==> config.mk <==
export PLATFORM = sky130hd
export DESIGN_NAME = conv_seq_engine
export DESIGN_NICKNAME = d
export VERILOG_FILES = /design/src/rtl/conv_seq_engine.sv
export SDC_FILE = /design/constraint.sdc
export NUM_CORES = 1
export LEC_CHECK = 0
export ABC_AREA = 0
export BUFFER_PORTS_ARGS = -buffer_cell sky130_fd_sc_hd__buf_4
export CORE_ASPECT_RATIO = 0.5
export CORE_UTILIZATION = 63
export CTS_BUF_LIST = sky130_fd_sc_hd__clkbuf_4 sky130_fd_sc_hd__clkbuf_8
export CTS_CLUSTER_DIAMETER = 50
export CTS_CLUSTER_SIZE = 25
export DETAILED_ROUTE_END_ITERATION = 10
export HOLD_SLACK_MARGIN = 0.08
export PLACE_DENSITY = 0.84
export SKIP_LAST_GASP = 1
export SLEW_MARGIN = 15
export SYNTH_ARGS = -nofsm -noshare
export SYNTH_HDL_FRONTEND = slang
export SYNTH_SLANG_ARGS = --single-unit
export TNS_END_PERCENT = 100
==> constraint.sdc <==
create_clock -name clk -period 6.8 [get_ports clk]
set_input_delay 1.36 -clock clk [delete_from_list [all_inputs] [get_ports clk]]
set_output_delay 1.36 -clock clk [all_outputs]
set_load 0.1 [all_outputs]
==> src/rtl/conv_seq_engine.sv <==
// Sequential 1-D convolution engine: loads N x/h pairs, then computes the 2N-1 outputs on one MAC.
// Optional clamp of each result to DW bits is enabled by defining CONV_SAT_EN.
module conv_seq_engine #(
    parameter int N  = 8,
    parameter int DW = 4,
    parameter int OW = 2*DW + $clog2(N)
) (
    input  logic                       clk,
    input  logic                       rst_n,
    input  logic                       start,
    input  logic                       in_valid,
    output logic                       in_ready,
    input  logic [DW-1:0]              x_in,
    input  logic [DW-1:0]              h_in,
    output logic                       y_valid,
    input  logic                       y_ready,
    output logic [OW-1:0]              y_out,
    output logic [$clog2(2*N-1)-1:0]   y_idx,
    output logic                       y_sat,
    output logic                       busy,
    output logic                       done
);
    localparam int KW = $clog2(N);
    localparam int YW = $clog2(2*N-1);
    localparam logic [KW-1:0] K_LAST = KW'(N-1);
    localparam logic [YW-1:0] N_LAST = YW'(2*N-2);
    localparam logic [YW:0]   N_EXT  = (YW+1)'(N);

    typedef enum logic [1:0] {IDLE, LOAD, MAC, OUT} state_t;

    state_t                 state_q, state_d;
    logic [N-1:0][DW-1:0]   xbuf_q, xbuf_d, hbuf_q, hbuf_d;
    logic [KW-1:0]          i_q, i_d, k_q, k_d;
    logic [YW-1:0]          n_q, n_d, y_idx_q, y_idx_d;
    logic [OW-1:0]          acc_q, acc_d, y_out_q, y_out_d;
    logic                   done_q, done_d;
    logic [YW:0]            diff;
    logic [2*DW-1:0]        prod;
    logic [OW-1:0]          sum;
`ifdef CONV_SAT_EN
    logic                   y_sat_q, y_sat_d;
`endif

    always_ff @(posedge clk or negedge rst_n) begin
        if (!rst_n) state_q <= IDLE;
        else        state_q <= state_d;
    end

    // done_q high marks the first IDLE cycle; start is not honoured until it clears
    always_comb begin
        state_d = state_q;
        case (state_q)
            IDLE: if (start && !done_q)              state_d = LOAD;
            LOAD: if (in_valid && i_q == K_LAST)     state_d = MAC;
            MAC:  if (k_q == K_LAST)                 state_d = OUT;
            OUT:  if (y_ready)                       state_d = (n_q == N_LAST) ? IDLE : MAC;
            default:                                 state_d = IDLE;
        endcase
    end

    always_comb begin
        in_ready = (state_q == LOAD);
        y_valid  = (state_q == OUT);
        busy     = (state_q != IDLE);
        done     = done_q;
        y_out    = y_out_q;
        y_idx    = y_idx_q;
`ifdef CONV_SAT_EN
        y_sat    = y_valid & y_sat_q;
`else
        y_sat    = 1'b0;
`endif
    end

    // Term is zero when h index n-k falls outside 0..N-1
    always_comb begin
        diff = {1'b0, n_q} - (YW+1)'(k_q);
        prod = '0;
        if (!diff[YW] && diff < N_EXT)
            prod = xbuf_q[k_q] * hbuf_q[diff[KW-1:0]];
        sum = acc_q + OW'(prod);
    end

    always_comb begin
        xbuf_d  = xbuf_q;
        hbuf_d  = hbuf_q;
        i_d     = i_q;
        k_d     = k_q;
        n_d     = n_q;
        acc_d   = acc_q;
        y_out_d = y_out_q;
        y_idx_d = y_idx_q;
        done_d  = 1'b0;
`ifdef CONV_SAT_EN
        y_sat_d = y_sat_q;
`endif
        case (state_q)
            IDLE: i_d = '0;
            LOAD: if (in_valid) begin
                xbuf_d[i_q] = x_in;
                hbuf_d[i_q] = h_in;
                i_d         = i_q + 1'b1;
                if (i_q == K_LAST) begin
                    n_d   = '0;
                    k_d   = '0;
                    acc_d = '0;
                end
            end
            MAC: begin
                acc_d = sum;
                k_d   = k_q + 1'b1;
                if (k_q == K_LAST) begin
                    k_d     = '0;
                    y_idx_d = n_q;
`ifdef CONV_SAT_EN
                    y_sat_d = (sum > OW'(2**DW-1));
                    y_out_d = y_sat_d ? OW'(2**DW-1) : sum;
`else
                    y_out_d = sum;
`endif
                end
            end
            OUT: if (y_ready) begin
                acc_d = '0;
                k_d   = '0;
                if (n_q == N_LAST) done_d = 1'b1;
                else               n_d    = n_q + 1'b1;
            end
            default: ;
        endcase
    end

    always_ff @(posedge clk or negedge rst_n) begin
        if (!rst_n) begin
            xbuf_q  <= '0;
            hbuf_q  <= '0;
            i_q     <= '0;
            k_q     <= '0;
            n_q     <= '0;
            acc_q   <= '0;
            y_out_q <= '0;
            y_idx_q <= '0;
            done_q  <= 1'b0;
`ifdef CONV_SAT_EN
            y_sat_q <= 1'b0;
`endif
        end else begin
            xbuf_q  <= xbuf_d;
            hbuf_q  <= hbuf_d;
            i_q     <= i_d;
            k_q     <= k_d;
            n_q     <= n_d;
            acc_q   <= acc_d;
            y_out_q <= y_out_d;
            y_idx_q <= y_idx_d;
            done_q  <= done_d;
`ifdef CONV_SAT_EN
            y_sat_q <= y_sat_d;
`endif
        end
    end

endmodule

==> results of run 1 <==
metrics by stage:
step	hold WS [ns]	cell area, µm²	util	worst slack (ns)	cells
4_1_cts	0.504	6060	0.733	0.525	572
3_5_place_dp	0.483	5850	0.708	0.573	556
3_3_place_gp	0.466	5850	0.708	0.852	556
5_1_grt	0.534	6060	0.733	0.0642	572
2_1_floorplan	0.470	5550	-	1.06	426
6_report	0.498	6060	0.733	0.508	572
layer usage:
| metal | up-vias | track usage | wire, µm |
|---|---|---|---|
| li1 | 1582 | - | - |
| met1 | 1816 | 0.365 | 5200 |
| met2 | 102 | 0.462 | 5620 |
| met3 | 18 | 0.0696 | 579 |
| met4 | 0 | 0.104 | 148 |
| met5 | - | 0 | 0 |
flip-flops by register name (all words and copies together) (netlist names):
register,cells
hbuf_q,32
xbuf_q,32
acc_q,11
y_out,11
n_q,4
y_idx,4
i_q,3
k_q,3
state_q,2
done,1
cell families (layout without fill, tap and decap cells):
logic type,after synthesis,in the layout,synth area share
adders and majority gates,35,35,0.0870
AOI/OAI and AO/OA,60,60,0.0726
muxes,100,100,0.238
DFF,103,103,0.464
and+or+nand+nor,79,79,0.0843
xor gates and xnor gates,16,16,0.0252
other,1,1,0.000675
buffers and inverters,32,66,0.0277
cell usage after synthesis, types with 2 or more instances:
cell / number / area share
nand2b_1: 4 / 0.0045
mux2_2: 66 / 0.13
dfrtp_1: 103 / 0.46
mux2_4: 8 / 0.022
xnor2_1: 5 / 0.0079
a21oi_1: 14 / 0.013
or2_2: 5 / 0.0056
fa_1: 6 / 0.022
o211ai_1: 3 / 0.0041
and2_1: 3 / 0.0034
mux2i_1: 10 / 0.018
mux4_2: 16 / 0.065
o21ai_0: 12 / 0.011
and3_1: 2 / 0.0023
nor2b_4: 2 / 0.0050
nor2b_1: 2 / 0.0023
nor3b_4: 2 / 0.0068
a22o_1: 13 / 0.021
nand3_1: 3 / 0.0027
clkbuf_1: 6 / 0.0041
ha_1: 29 / 0.065
xor2_1: 11 / 0.017
nor2_1: 27 / 0.018
a211oi_1: 2 / 0.0027
inv_1: 16 / 0.011
a21o_1: 9 / 0.012
nand2_1: 16 / 0.011
buf_2: 5 / 0.0045
nand3b_4: 2 / 0.0072
layout make-up:
type,count,share of cell area
inverters,17,0.0105
clock inverters,5,0.0101
clock buffers,11,0.0240
repair buffers,33,0.0409
multi-input cells,291,0.466
well taps,112,0.0231
flip-flops and latches,103,0.426
final timing paths:
kind | to | cells past startpoint | slack (ns) | start
max in group asynchronous | xbuf_q[31] | 2 | 4.69 | rst_n
setup reg to reg | y_out[8] | 20 | 0.51 | k_q[1]
hold / removal | y_out[1] | 2 | 0.50 | y_out[1]
hold reg to reg | y_out[1] | 2 | 0.50 | y_out[1]
min in group asynchronous | y_idx[1] | 1 | 0.98 | rst_n
setup / recovery | y_out[8] | 20 | 0.51 | k_q[1]
worst max-delay path, delay by kind of cell, from the launching register on:
family	cells	cell delay, ns
buf+inv	2	0.22
mux	2	0.42
fa+ha+maj	5	2.57
xor+xnor	2	0.35
flops	1	0.66
simple gates	3	0.55
compound gates	6	1.36
==> impl_metrics.json, run 1 <==
{
  "outcome": "complete, no violations",
  "drtIter0Drc": 292,
  "first_pass_iters": 4,
  "grt_setup_unrepaired": "false",
  "final_nets": 503,
  "worst_pin_slew_ns": 0.695,
  "cts_setup_buffers": 0,
  "grt_pass1_vias": 3582,
  "cp_cell_sequence": "inv_1 > fa_1 > mux4_2 > mux2i_1 > or2_2 > fa_1 > inv_1 > fa_1 > ha_1 > a21o_1 > a311o_1 > a21oi_1 > xor2_1 > nor2_1 > ha_1 > a21oi_1 > nand2_1 > o21ai_0 > xor2_1 > o21ai_0",
  "num_vias": 3518,
  "seq_area_frac_synth": 0.464,
  "grt_max_degree": 54,
  "critical_path_required_ns": 7.04,
  "htree_levels": 3,
  "post-route-period-util": 0.925,
  "drc_errors": 0,
  "port_buffers": 31,
  "end_kind": "flip-flop",
  "final_common_cell": "dfrtp_1",
  "place.gp.congestion": 0.958,
  "cts_buffers": 9,
  "critPathMaxFanout": 11,
  "routed_via_density": 6.15,
  "max_freq_ghz": 0.159,
  "syn_nets": 474,
  "syn-mean-instance-area_um2": 13.0,
  "diodes": 0,
  "die_w_um": 135,
  "arrival_ns": 6.53,
  "insertion_delay_ns": 0.39,
  "cpMostUsedCell": "fa_1",
  "hp-class": "reg -> reg",
  "wirelength_um": 11500,
  "final_cell_mix": "dfrtp_1, mux2_2, buf_4",
  "io_pins": 33,
  "cts_hold_buf": 0,
  "slowest_delay_ns": 0.84,
  "skew_ns": 0.0128,
  "post_cts_resized": 0,
  "dp_hpwl_um": 8330,
  "postRouteAntennaNets": 0,
  "final.setup.tns_ns": 0,
  "drv_slew": 0,
  "drive_above_1_share": 0.339,
  "die_h_um": 68.4,
  "synth_edf_count": 0,
  "period_minus_slack_ns": 6.29,
  "crit_type": "reg -> reg",
  "synthFlopType": "dfrtp_1",
  "seq_area_um2": 2580,
  "synthArstFlopShare": 1.00,
  "area_growth_syn_to_layout_pct": 9.08,
  "synthDistinctLibCells": 53,
  "cts_tree": "built",
  "fillers": 530,
  "clock_path_buffers": 2,
  "syn-cell-area_um2": 5550,
  "cp-start-kind": "flip-flop",
  "start_util": 0.672,
  "antenna_found_initial": 0,
  "root_buffer": "clkbuf_8",
  "grt_pass1_wl_um": 18600,
  "cts_sinks": 103,
  "syn_inst": 426,
  "cpMaxStageDelayCell": "fa_1",
  "std_cell_rows": 23,
  "dieArea_um2": 9220,
  "synth-seq-cells": 103,
  "synth_warnings": 0,
  "wl_per_cell_um": 20.2,
  "cts.clk_slew.worst_paths_ns": 0.10,
  "overflow": 0,
  "multi_input_area_um2": 2820,
  "hold_violations": 0,
  "slew-limit-headroom": 0.535,
  "final-setup-viol-count": 0,
  "coreArea_um2": 8260,
  "grt_usage": 0.279,
  "cap_violations": 0
}
Power of run 1 is not shown: default switching activity piles up to over one toggle a cycle in this logic, so the estimate is an artifact.
==> inputs of run 2 (changes only) <==
==> constraint.sdc (replaced) <==
create_clock -name clk -period 7.2 [get_ports clk]
set_input_delay 1.44 -clock clk [delete_from_list [all_inputs] [get_ports clk]]
set_output_delay 1.44 -clock clk [all_outputs]
set_load 0.1 [all_outputs]
==> run 2 against run 1 <==
  * Die area unchanged
  * Setup slack improved by 0.15 ns
  * Register-to-register slack improved by 0.15 ns
==> impl_metrics.json, run 2 (synthesis results as in run 1) <==
{
  "post_cts_resized": 0,
  "cts_tree": "built",
  "final_common_cell": "dfrtp_1",
  "grt_setup_unrepaired": "false",
  "final_cell_mix": "dfrtp_1, mux2_2, buf_4",
  "postRouteAntennaNets": 0,
  "crit_type": "reg -> reg",
  "area_growth_syn_to_layout_pct": 9.01,
  "dp_hpwl_um": 8280,
  "cap_violations": 0,
  "final-setup-viol-count": 0,
  "coreArea_um2": 8260,
  "critical_path_required_ns": 7.44,
  "cp-start-kind": "flip-flop",
  "hold_violations": 0,
  "grt_usage": 0.283,
  "dieArea_um2": 9220,
  "slew-limit-headroom": 0.538,
  "end_kind": "flip-flop",
  "reg_top3": "hbuf_q x32, xbuf_q x32",
  "num_vias": 3491,
  "skew_ns": 0.0137,
  "cts_buffers": 9,
  "clock_path_buffers": 2,
  "grt_max_degree": 54,
  "cts_hold_buf": 0,
  "drc_errors": 0,
  "overflow": 0,
  "first_pass_iters": 4,
  "grt_pass1_vias": 3616,
  "antenna_found_initial": 0,
  "die_h_um": 68.4,
  "final.setup.tns_ns": 0,
  "cts_setup_buffers": 0,
  "post-route-period-util": 0.908,
  "grt_pass1_wl_um": 18700,
  "drv_slew": 0,
  "die_w_um": 135,
  "routed_via_density": 6.11,
  "root_buffer": "clkbuf_8",
  "htree_levels": 3,
  "arrival_ns": 6.78,
  "stdcell_count": 571,
  "worst_pin_slew_ns": 0.691,
  "wl_per_cell_um": 20.5,
  "insertion_delay_ns": 0.39,
  "place.gp.congestion": 0.921,
  "std_cell_rows": 23,
  "critPathMaxFanout": 12,
  "cts.clk_slew.worst_paths_ns": 0.10,
  "wirelength_um": 11700,
  "outcome": "complete, no violations",
  "drtIter0Drc": 184,
  "io_pins": 33,
  "cts_sinks": 103,
  "hp-class": "reg -> reg",
  "final_nets": 502,
  "port_buffers": 31,
  "diodes": 0,
  "dp_cells": 555,
  "period_minus_slack_ns": 6.54,
  "max_freq_ghz": 0.153,
  "drive_above_1_share": 0.338,
  "start_util": 0.672
}
[run 2: worst max-delay path, stage by stage, from the launching register on]
cell,delay (ns)
dfrtp_1,0.78
ha_1,0.28
inv_1,0.07
fa_1,0.73
mux4_2,0.29
mux2i_1,0.13
or2_2,0.36
fa_1,0.55
inv_1,0.06
fa_1,0.51
ha_1,0.32
a21o_1,0.18
a311o_1,0.36
a21oi_1,0.19
xor2_1,0.17
nor2_1,0.07
ha_1,0.39
a21oi_1,0.26
nand2_1,0.11
o21ai_0,0.31
xor2_1,0.19
o21ai_0,0.09
[run 2: per-stage QoR]
stage          setup slack (ns)  hold WS (ns)  area (µm²)  utilization
2_1_floorplan              1.46         0.470        5550            -
3_3_place_gp               1.05         0.472        5840        0.707
3_5_place_dp              0.713         0.477        5840        0.707
4_1_cts                   0.650         0.499        6050        0.733
5_1_grt                   0.156         0.503        6050        0.733
6_report                  0.663         0.491        6050        0.733
[run 2: final cells by class]
type                            count  area (µm²)
Multi-Input combinational cell    291        2820
Sequential cell                   103        2580
Fill cell                         516        2210
Timing Repair Buffer               32         240
Tap cell                          112         140
Clock buffer                        9         124
Clock inverter                      7        86.3
Inverter                           17        63.8
[run 2: path summary, 6_finish.rpt]
check	start	endpoint	slack (ns)	depth (start not counted)
min in group asynchronous	rst_n	y_idx[2]	1.05	1
worst max register to register	k_q[0]	y_out[8]	0.66	21
worst max-delay path	k_q[0]	y_out[8]	0.66	21
worst min-delay path	y_idx[0]	y_idx[0]	0.49	2
max in group asynchronous	rst_n	acc_q[0]	4.98	2
worst min register to register	y_idx[0]	y_idx[0]	0.49	2
[run 2: metal layers]
metal  GRT usage  wire length, µm
met4       0.124              245
met1       0.358             5180
met3      0.0711              681
met2       0.474             5620
met5           0                0
Power of run 2 is left out for the same reason.
